**src/rtl/dmem_arbiter.sv**
```systemverilog
// dmem_arbiter: shares one single-ported RAM between the CPU (port A) and DMA (port B).
// Round-robin with lock bursts and a starvation bound; define DMEM_ARB_FIXED_PRIO_EN for A-priority.
module dmem_arbiter #(
  parameter int ADDR_W    = 12,
  parameter int DATA_W    = 16,
  parameter int MAX_BURST = 8
) (
  input  logic              clock,
  input  logic              reset,
  input  logic              a_req,
  input  logic              a_we,
  input  logic              a_lock,
  input  logic [ADDR_W-1:0] a_addr,
  input  logic [DATA_W-1:0] a_wdata,
  output logic              a_gnt,
  output logic              a_rvalid,
  output logic [DATA_W-1:0] a_rdata,
  input  logic              b_req,
  input  logic              b_we,
  input  logic              b_lock,
  input  logic [ADDR_W-1:0] b_addr,
  input  logic [DATA_W-1:0] b_wdata,
  output logic              b_gnt,
  output logic              b_rvalid,
  output logic [DATA_W-1:0] b_rdata,
  output logic [ADDR_W-1:0] ram_addr,
  output logic              ram_wen,
  output logic [DATA_W-1:0] ram_win,
  input  logic [DATA_W-1:0] ram_rout
);

  typedef enum logic [1:0] {IDLE, OWN_A, OWN_B} state_t;

  localparam logic LAST_A = 1'b0;
  localparam logic LAST_B = 1'b1;

  state_t     state, state_nxt;
  logic       last, last_nxt;
  logic [7:0] burst_cnt, burst_cnt_nxt;
  logic [7:0] burst_inc;
  logic       keep_a, keep_b, open_arb, tie_a, pick_a, pick_b;

`ifdef DMEM_ARB_FIXED_PRIO_EN
  assign keep_a = (state == OWN_A) && a_req;
  assign keep_b = (state == OWN_B) && b_req && !a_req;
  assign tie_a  = 1'b1;
`else
  localparam logic [7:0] MAX_CNT = 8'(MAX_BURST);
  assign keep_a = (state == OWN_A) && a_req && !(b_req && burst_cnt == MAX_CNT);
  assign keep_b = (state == OWN_B) && b_req && !(a_req && burst_cnt == MAX_CNT);
  assign tie_a  = (last == LAST_B);
`endif

  // A displaced owner is always 'last', so the tie rule hands the beat to the waiting port.
  assign open_arb  = !keep_a && !keep_b;
  assign pick_a    = a_req && (!b_req || tie_a);
  assign pick_b    = b_req && !pick_a;
  assign a_gnt     = reset && (keep_a || (open_arb && pick_a));
  assign b_gnt     = reset && (keep_b || (open_arb && pick_b));
  assign burst_inc = (burst_cnt == 8'hFF) ? burst_cnt : burst_cnt + 8'd1;

  always_comb begin
    state_nxt     = IDLE;
    burst_cnt_nxt = 8'd0;
    last_nxt      = last;
    if (a_gnt) begin
      last_nxt = LAST_A;
      if (a_lock) begin
        state_nxt     = OWN_A;
        burst_cnt_nxt = keep_a ? burst_inc : 8'd1;
      end
    end else if (b_gnt) begin
      last_nxt = LAST_B;
      if (b_lock) begin
        state_nxt     = OWN_B;
        burst_cnt_nxt = keep_b ? burst_inc : 8'd1;
      end
    end
  end

  always_comb begin
    ram_addr = '0;
    ram_wen  = 1'b0;
    ram_win  = '0;
    if (a_gnt) begin
      ram_addr = a_addr;
      ram_wen  = a_we;
      ram_win  = a_wdata;
    end else if (b_gnt) begin
      ram_addr = b_addr;
      ram_wen  = b_we;
      ram_win  = b_wdata;
    end
  end

  always_ff @(posedge clock) begin
    if (!reset) begin
      state     <= IDLE;
      last      <= LAST_B;
      burst_cnt <= 8'd0;
      a_rvalid  <= 1'b0;
      b_rvalid  <= 1'b0;
      a_rdata   <= '0;
      b_rdata   <= '0;
    end else begin
      state     <= state_nxt;
      last      <= last_nxt;
      burst_cnt <= burst_cnt_nxt;
      a_rvalid  <= a_gnt && !a_we;
      b_rvalid  <= b_gnt && !b_we;
      if (a_gnt && !a_we) a_rdata <= ram_rout;
      if (b_gnt && !b_we) b_rdata <= ram_rout;
    end
  end

endmodule
```
**config.mk**
```make
export PLATFORM = sky130hd
export DESIGN_NAME = dmem_arbiter
export DESIGN_NICKNAME = d
export VERILOG_FILES = /design/src/rtl/dmem_arbiter.sv
export SDC_FILE = /design/constraint.sdc
export NUM_CORES = 1
export LEC_CHECK = 0
export CORE_UTILIZATION = 35
export CTS_CLUSTER_SIZE = 24
export DETAILED_ROUTE_END_ITERATION = 10
export PLACE_DENSITY_LB_ADDON = 0.08
export SLEW_MARGIN = 20
export SYNTH_ARGS = -nofsm -noshare
export SYNTH_HDL_FRONTEND = slang
export SYNTH_SLANG_ARGS = --single-unit
```
**constraint.sdc**
```tcl
create_clock -name clock -period 2.8 [get_ports clock]
set_input_delay 0.56 -clock clock [delete_from_list [all_inputs] [get_ports clock]]
set_output_delay 0.56 -clock clock [all_outputs]
set_load 0.02 [all_outputs]
```
==> reports/qor.yml <==
synth_area_leaders: "dfxtp_1 40%, mux2i_1 15%, a22o_1 11%"
crit_path_top_delay_cell: "dlygate4sd2_1"
setup_violations: 0
post_drt_wl_per_cell_um: 14.7
syn-cell-area_sq_um: 2260
skew_ps: 9.18
worst_pin_slew_ps: 338
die_x_um: 82.4
synth_cell_types: 40
clkSinkCount: 45
final_cell_mix: "110 x clkdlybuf4s50_1, 57 x nand2_1, 43 x dfxtp_1"
r2r.worst_path.cells: 8
switchingPower_mw: 0.458
worst-path-max-fanout: 15
peakVddDrop_v: 0.000243
p_seq_share_pct: 43.6
cts_root_buffer: "clkbuf_8"
routabilityCongestion: 0.794
power_density_nw_per_um2: 391
place_area_sq_um: 3960
grt_pass1_vias: 2213
ys_ff_latch: 45
crit_type: "flip-flop to output port"
drv_cap: 0
clkTransAtPathRegs_ps: 90
die_h_um: 82.4
grt_max_degree: 32
min_from: "a_rdata[10]"
drt-initial-drc-count: 132
initial_core_util_pct: 37.3
final_hold_viol_count: 0
syn_nets: 329
hold_buffers: 0
synthFlopType: "dfxtp_1"
crit_required_ps: 2240
async_flop_share_pct: 0
startpoint_type: "flip-flop"
clock_path_buffers: 2
postSynthAreaPerCell_sq_um: 9.16
r2r_end: "b_rdata[3]"
slowest_delay_ps: 350
rr_startpoint: "burst_cnt[1]"
antenna_cells: 0
area_growth_pct: 77.4
yosys_warnings: 0
finalCritPeriodShare_pct: 97.2
final_max_slew_viol_count: 0
rrSetupSlack_ps: 890
whs_path_depth: 2
num_vias: 2423
status: "completed"
antenna_found_initial: 0
finalPower_mw: 1.57
layout_commonest_cell: "clkdlybuf4s50_1"
insertion_delay_ps: 300
dr.pass1.iters: 4
postLayoutCellArea_sq_um: 4010
synth_edf_count: 0
p_leak_nw: 1.70
antenna_left: 0
nNetsFinal: 496
port_buffers: 144
track_usage_pct: 19.6
rows: 28
p_int_mw: 1.11
relSlewSlack_pct: 77.4
critPathCaptureType: "output port"
ys_seq_area_share_pct: 39.8
cts-buffers-inserted: 5
synthDominantCellAreaShare_pct: 39.8
dieArea_sq_um: 6790
drc_errors: 0
period_needed_ps: 2720
hp-class: "flip-flop to flip-flop"
core_area_sq_um: 6060
clkPwrFrac_pct: 26.0
min_to: "a_rdata[10]"
p_sw_share_pct: 29.2
h-tree-depth: 2
cp.arrival_ps: 2160
grt.overflow.total: 0
path_cells: "inv_1 -> ha_2 -> and4bb_4 -> a31o_4 -> a211oi_4 -> clkbuf_16 -> dlygate4sd2_1"
ios: 145
combPwrFrac_pct: 30.4
cts_tree: "built"
dp_hpwl_um: 5360
viasPerCell: 4.94
routed_wl_um: 7200
grt_pass1_wl_um: 10200
synth_top_area_cell: "dfxtp_1"
fmax_mhz: 368
netlist_instances: 247
drive_gt1_share_pct: 19.3
==> kinds of logic after synthesis <==
| family | Yosys count | synth area share [%] |
|---|---|---|
| xor+xnor | 2 | 0.774 |
| flops | 45 | 39.8 |
| buf+inv | 21 | 4.31 |
| fa+ha+maj | 2 | 1.11 |
| mux | 33 | 14.6 |
| compound gates | 51 | 19.8 |
| simple gates | 93 | 19.6 |
==> stage by stage <==
step                TNS [ps]  setup WS [ps]  hold slack [ps]  instances  util (%)
global route           -2.55          -2.50              480        490      66.2
finish                     0           79.6              459        490      66.2
detailed placement    -14190           -484              452        478      65.4
floorplan                  0            393              454        247         -
global placement      -13770           -480              444        478      65.4
CTS                     -493          -41.5              465        488      66.4
==> sequential cells by signal, summed over array words and instances, names as in the netlist <==
| signal | count |
|---|---|
| last | 1 |
| b_rvalid | 1 |
| a_rdata | 16 |
| state | 2 |
| burst_cnt | 8 |
| a_rvalid | 1 |
| b_rdata | 16 |
==> power groups by stage <==
stage	Clock, mW	Combinational (mW)	Sequential (mW)
3_3_place_gp	0	0.484	0.698
4_1_cts	0.428	0.475	0.685
6_report	0.408	0.476	0.684
5_1_grt	0.455	0.505	0.689
2_1_floorplan	0	0.176	0.730
3_5_place_dp	0	0.487	0.699
==> metal layers <==
metal	track usage, %	wire (um)	up-vias	part of all wire, %
li1	-	-	1219	-
met1	24.5	2990	1102	42
met2	31.9	3420	92	47
met3	6.48	690	10	9.6
met4	5.96	101	0	1.4
met5	0	0	-	0
==> Yosys cell counts (2+ instances only) <==
master     n
nand2b_1   2
buf_2      6
and2_1     7
nand3_1    4
dfxtp_1   45
a22o_1    29
a211oi_1   4
o21ai_0    2
nor3_1     5
clkbuf_1   6
nand4_1    2
a21oi_1    2
inv_1      7
a31oi_1    2
mux2i_1   33
ha_1       2
nor2b_1    2
o211ai_1   3
nor2_1     6
nand2_1   57
and3_1     2
==> worst max path at each step <==
stage	startpoint	end	slack, ps	depth (start not counted)
3_3_place_gp	b_req	ram_addr[8]	-480	7
6_report	burst_cnt[1]	b_gnt	80	7
4_1_cts	burst_cnt[0]	ram_win[12]	-40	8
3_5_place_dp	b_req	ram_win[14]	-480	7
2_1_floorplan	burst_cnt[0]	ram_addr[10]	390	7
5_1_grt	burst_cnt[0]	ram_addr[2]	-3	9
==> critical path, delay by kind of cell (launching register included) <==
family / cells / cell delay, ps
simple gates: 1 / 220
fa+ha+maj: 1 / 160
buf+inv: 3 / 620
flops: 1 / 340
compound gates: 2 / 530
==> area by class of cell <==
type	count	area, sq um
Tap cell	75	93.8
Clock inverter	3	21.3
Timing Repair Buffer	174	1620
Sequential cell	45	903
Multi-Input combinational cell	181	1280
Clock buffer	5	68.8
Inverter	7	26.3
Fill cell	536	2050
==> what timing repair did <==
item	CTS	global route
resized for setup	108	35
pin swaps	1	4
endpoints found under the setup margin	31	17
buffers inserted	1	1
cloned	1	1
Power figures use the tool's default switching activity.
